## config.mk

```make
export PLATFORM = sky130hd
export DESIGN_NAME = cla_add16_pipe
export DESIGN_NICKNAME = d
export VERILOG_FILES = /design/src/rtl/cla_add16_pipe.sv
export SDC_FILE = /design/constraint.sdc
export NUM_CORES = 1
export LEC_CHECK = 0
export ABC_AREA = 1
export ABC_CLOCK_PERIOD_IN_PS = 4400
export BUFFER_PORTS_ARGS = -buffer_cell sky130_fd_sc_hd__buf_2
export CAP_MARGIN = 20
export CORE_UTILIZATION = 31
export CTS_CLUSTER_SIZE = 12
export DETAILED_ROUTE_END_ITERATION = 6
export GPL_TIMING_DRIVEN = 0
export RECOVER_POWER = 50
export SLEW_MARGIN = 15
export SYNTH_ARGS = -nofsm -noshare
export SYNTH_HDL_FRONTEND = slang
export SYNTH_SLANG_ARGS = --single-unit
```

## constraint.sdc

```tcl
create_clock -name clk -period 4.4 [get_ports clk]
set_input_delay 0.44 -clock clk [delete_from_list [all_inputs] [get_ports clk]]
set_output_delay 0.44 -clock clk [all_outputs]
set_load 0.02 [all_outputs]
```

## src/rtl/cla_add16_pipe.sv

```systemverilog
// 16-bit two-stage adder: stage 1 registers bit propagate/generate, stage 2 resolves a
// 4x4 carry-lookahead tree and registers sum/cout/ovf/P/G. Valid/ready on both sides.
module cla_add16_pipe (
  input  logic        clk,
  input  logic        rst,
  input  logic        in_valid,
  output logic        in_ready,
  input  logic [15:0] a,
  input  logic [15:0] b,
  input  logic        cin,
  output logic        out_valid,
  input  logic        out_ready,
  output logic [15:0] sum,
  output logic        cout,
  output logic        ovf,
  output logic        P,
  output logic        G
);

  logic        s1_valid_q;
  logic [15:0] p_q, g_q;
  logic        c0_q;

  logic        out_valid_q;
  logic [15:0] sum_q, sum_d;
  logic        cout_q, cout_d;
  logic        ovf_q, ovf_d;
  logic        bp_q, bp_d;
  logic        bg_q, bg_d;

  logic        adv2;
  logic [3:0]  grp_p, grp_g;
  logic        c4, c8, c12, c16;
  logic [3:0]  grp_cin;
  logic [15:0] carry;

  // Stage 2 moves whenever its slot is free or being drained; stage 1 follows.
  assign adv2     = s1_valid_q && (!out_valid_q || out_ready);
  assign in_ready = !s1_valid_q || !out_valid_q || out_ready;

  always_ff @(posedge clk or posedge rst) begin
    if (rst) begin
      s1_valid_q <= 1'b0;
      p_q        <= '0;
      g_q        <= '0;
      c0_q       <= 1'b0;
    end else if (in_ready) begin
      s1_valid_q <= in_valid;
      if (in_valid) begin
        p_q  <= a ^ b;
        g_q  <= a & b;
        c0_q <= cin;
      end
    end
  end

  always_comb begin
    grp_p = '0;
    grp_g = '0;
    for (int k = 0; k < 4; k++) begin
      grp_p[k] = &p_q[4*k +: 4];
      grp_g[k] = g_q[4*k+3]
               | (p_q[4*k+3] & g_q[4*k+2])
               | (p_q[4*k+3] & p_q[4*k+2] & g_q[4*k+1])
               | (p_q[4*k+3] & p_q[4*k+2] & p_q[4*k+1] & g_q[4*k]);
    end
  end

  assign c4      = grp_g[0] | (grp_p[0] & c0_q);
  assign c8      = grp_g[1] | (grp_p[1] & c4);
  assign c12     = grp_g[2] | (grp_p[2] & c8);
  assign c16     = grp_g[3] | (grp_p[3] & c12);
  assign grp_cin = {c12, c8, c4, c0_q};

  // carry[i] is the carry into bit i, each resolved in two-level lookahead form from its group carry.
  always_comb begin
    carry = '0;
    for (int k = 0; k < 4; k++) begin
      carry[4*k]   = grp_cin[k];
      carry[4*k+1] = g_q[4*k] | (p_q[4*k] & grp_cin[k]);
      carry[4*k+2] = g_q[4*k+1]
                   | (p_q[4*k+1] & g_q[4*k])
                   | (p_q[4*k+1] & p_q[4*k] & grp_cin[k]);
      carry[4*k+3] = g_q[4*k+2]
                   | (p_q[4*k+2] & g_q[4*k+1])
                   | (p_q[4*k+2] & p_q[4*k+1] & g_q[4*k])
                   | (p_q[4*k+2] & p_q[4*k+1] & p_q[4*k] & grp_cin[k]);
    end
  end

  assign sum_d  = p_q ^ carry;
  assign cout_d = c16;
  assign ovf_d  = c16 ^ carry[15];
  assign bp_d   = &grp_p;
  assign bg_d   = grp_g[3]
                | (grp_p[3] & grp_g[2])
                | (grp_p[3] & grp_p[2] & grp_g[1])
                | (grp_p[3] & grp_p[2] & grp_p[1] & grp_g[0]);

  always_ff @(posedge clk or posedge rst) begin
    if (rst) begin
      out_valid_q <= 1'b0;
      sum_q       <= '0;
      cout_q      <= 1'b0;
      ovf_q       <= 1'b0;
      bp_q        <= 1'b0;
      bg_q        <= 1'b0;
    end else if (adv2) begin
      out_valid_q <= 1'b1;
      sum_q       <= sum_d;
      cout_q      <= cout_d;
      ovf_q       <= ovf_d;
      bp_q        <= bp_d;
      bg_q        <= bg_d;
    end else if (out_ready) begin
      out_valid_q <= 1'b0;
    end
  end

  assign out_valid = out_valid_q;
  assign sum       = sum_q;
  assign cout      = cout_q;
  assign ovf       = ovf_q;
  assign P         = bp_q;
  assign G         = bg_q;

endmodule

```

==> run summary <==
Final setup fails = 0
Vias per cell = 4.67
Residual DRC = 0
Area Overhead vs Synth = 18.7%
Arrival @ worst endpoint = 2430 ps
Final count of hold timing violations = 0
Worst-Margin Slew = 1510 ps
Synth Register Bits = 55
Num ports = 59
DR iter-0 viols = 51
Clock latency on the worst-skew pair = 310 ps
Max Cap Violations = 1
Synth cell types = 31
Slew Viols, Final = 30
# H-tree levels = 2
Layout cells sized above 1 = 26.3%
LEAKAGE = 0.00168 µW
Power, Total = 1610 µW
Tcrit/Tclk final = 51.5%
Post-CTS Setup Bufs = 0
RSZ-0062 raised after global routing = no
Initial Util = 32.0%
Normalized max-slew margin = -0.604%
Status = finished with violations
Synthesized Nets = 347
Largest net degree at the start of global routing = 30
CP Data Required Time = 4570 ps
Fmax = 441 MHz
Worst setup slack after layout = 2130 ps
Post-CTS Resized = 0
Fin crit period = 2270 ps
Synthesized area = 0.00277 mm²
Vias in the first global route = 2,110
Drt total wl = 6150 µm
Sequential fraction of the synthesis area = 49.6%
Antenna violations before repair = 0
PwrDens = 490 mW/mm²
Ant. Diodes = 0
CP startpoint kind = input pin
Vias = 2,170
Clock Skew = 10.4 ps
Nets = 413
Post-DP HPWL = 4690 µm
Clock-pin transition on the worst setup and hold timing paths = 100 ps
Row Count = 34
Clock tree buffer depth = 2
Num CTS Buffers = 5
Final setup TNS = 0 ps
CP Max Fanout = 29
Syn Area/Cell = 9.57 µm²
Critical Path End Type = asynchronous set/reset pin
Routability-driven placement congestion ratio = 0.794
GRT overflow = 0
Core area = 0.00868 mm²
Total track usage = 14.7%
Die H = 96.6 µm
Post-Layout Cell Count = 465
Worst setup path class = in2async
Place WS = 2520 ps
Placed cells = 457
Post-CTS Hold Buffers = 0
WL/cell = 13.2 µm
CTS Root Cell = clkbuf_8
Drt pass-1 iters = 6
Most frequent cells in the layout = 55 x dfrtp_1, 55 x nand2_1, 52 x buf_2, 30 x nor2_1, 24 x a21oi_1
DIE AREA = 0.00933 mm²
# port buffers = 58
Syn. warnings = 0
Hold Path Class = in2async
Post-Synthesis Cells = 290
CTS tree = done
First-pass GRT wire length = 10,200 µm
CTS sink count = 55
Max IR drop VDD = 153 µV
Post-DRT Antenna Nets = 0
Violated checks = capacitance limit, slew limit
Die W = 96.6 µm
## critical path: stages
cell,delay (ps)
buf_2,100
inv_1,720
clkbuf_1,1160
## flip-flops by register name, summed over array words and instances (netlist names)
name / flops
p_q: 16
s1_valid_q: 1
G: 1
sum: 16
ovf: 1
P: 1
cout: 1
out_valid: 1
g_q: 16
c0_q: 1
## report_power, final
group	total, µW	switching (µW)	internal (µW)	leakage, µW
Sequential	730	93.1	637	0.000659
Combinational	575	370	205	0.000969
Clock	306	162	144	0.0000515
## stage by stage
step	hold WS (ps)	instance area, µm²	utilization (%)
6_report	347	3290	37.9
5_1_grt	353	3290	37.9
4_1_cts	201	3320	38.2
3_5_place_dp	463	3220	37.1
3_3_place_gp	460	3200	36.9
2_1_floorplan	473	2770	-
## kinds of logic (layout without fill, tap and decap cells)
logic type	after synthesis	in the layout	share of synthesized area, %
XOR/XNOR	6	6	1.89
buffers and inverters	34	101	4.74
flip-flops	55	55	49.6
AND/OR/NAND/NOR	113	113	19.0
adder cells (fa/ha/maj)	20	20	9.02
multiplexers	16	16	6.50
AO/OA/AOI/OAI	46	46	9.20
## synthesized netlist by cell type
| master | instances | area share, % |
|---|---|---|
| nand3_2 | 1 | 0.36 |
| nand2_4 | 4 | 1.6 |
| nor2_1 | 30 | 4.1 |
| inv_2 | 4 | 0.54 |
| xor2_1 | 6 | 1.9 |
| nand3b_1 | 1 | 0.27 |
| o21bai_1 | 2 | 0.54 |
| ha_1 | 20 | 9.0 |
| nor4_4 | 1 | 0.77 |
| clkbuf_1 | 5 | 0.68 |
| o21ai_2 | 1 | 0.32 |
| nand2_1 | 55 | 7.4 |
| nor2_2 | 2 | 0.45 |
| o31ai_1 | 1 | 0.27 |
| mux2_2 | 16 | 6.5 |
| o21ai_1 | 4 | 0.72 |
| inv_1 | 21 | 2.8 |
| a31oi_1 | 3 | 0.68 |
| nand2_2 | 4 | 0.90 |
| a21oi_1 | 24 | 4.3 |
| buf_2 | 3 | 0.54 |
| a21boi_1 | 1 | 0.27 |
| a21oi_2 | 1 | 0.32 |
| clkinv_1 | 1 | 0.14 |
| nand3_1 | 12 | 2.2 |
| nand4_1 | 1 | 0.23 |
| a22o_1 | 1 | 0.32 |
| nor3_1 | 1 | 0.18 |
| dfrtp_1 | 55 | 50 |
| o21ai_0 | 8 | 1.4 |
| nor3_4 | 1 | 0.59 |
## final timing paths
kind | end | slack, ps | from | cells past startpoint
worst max-delay path | p_q[15] | 2130 | rst | 3
worst min-delay path | g_q[1] | 350 | rst | 2
worst max register to register | sum[13] | 2610 | p_q[1] | 12
worst min register to register | ovf | 490 | ovf | 2
max in group clk | sum[13] | 2610 | p_q[1] | 12
min in group clk | c0_q | 350 | cin | 2
## final cells by class
class | instances | area, µm²
fillers | 937 | 5390
plain buffers | 8 | 33.8
well taps | 108 | 135
clock buffers | 8 | 100
multi-input cells | 201 | 1270
flip-flops and latches | 55 | 1380
inverters | 26 | 97.6
repair buffers | 59 | 283
## metal layers
layer / wire length [µm] / global-route usage (%) / vias up
li1: - / - / 1081
met1: 2750 / 18.8 / 1036
met2: 2990 / 25.1 / 45
met3: 307 / 3.13 / 8
met4: 97 / 4.17 / 0
met5: 0 / 0 / -
Note: power is estimated with default switching activity, not from simulation.
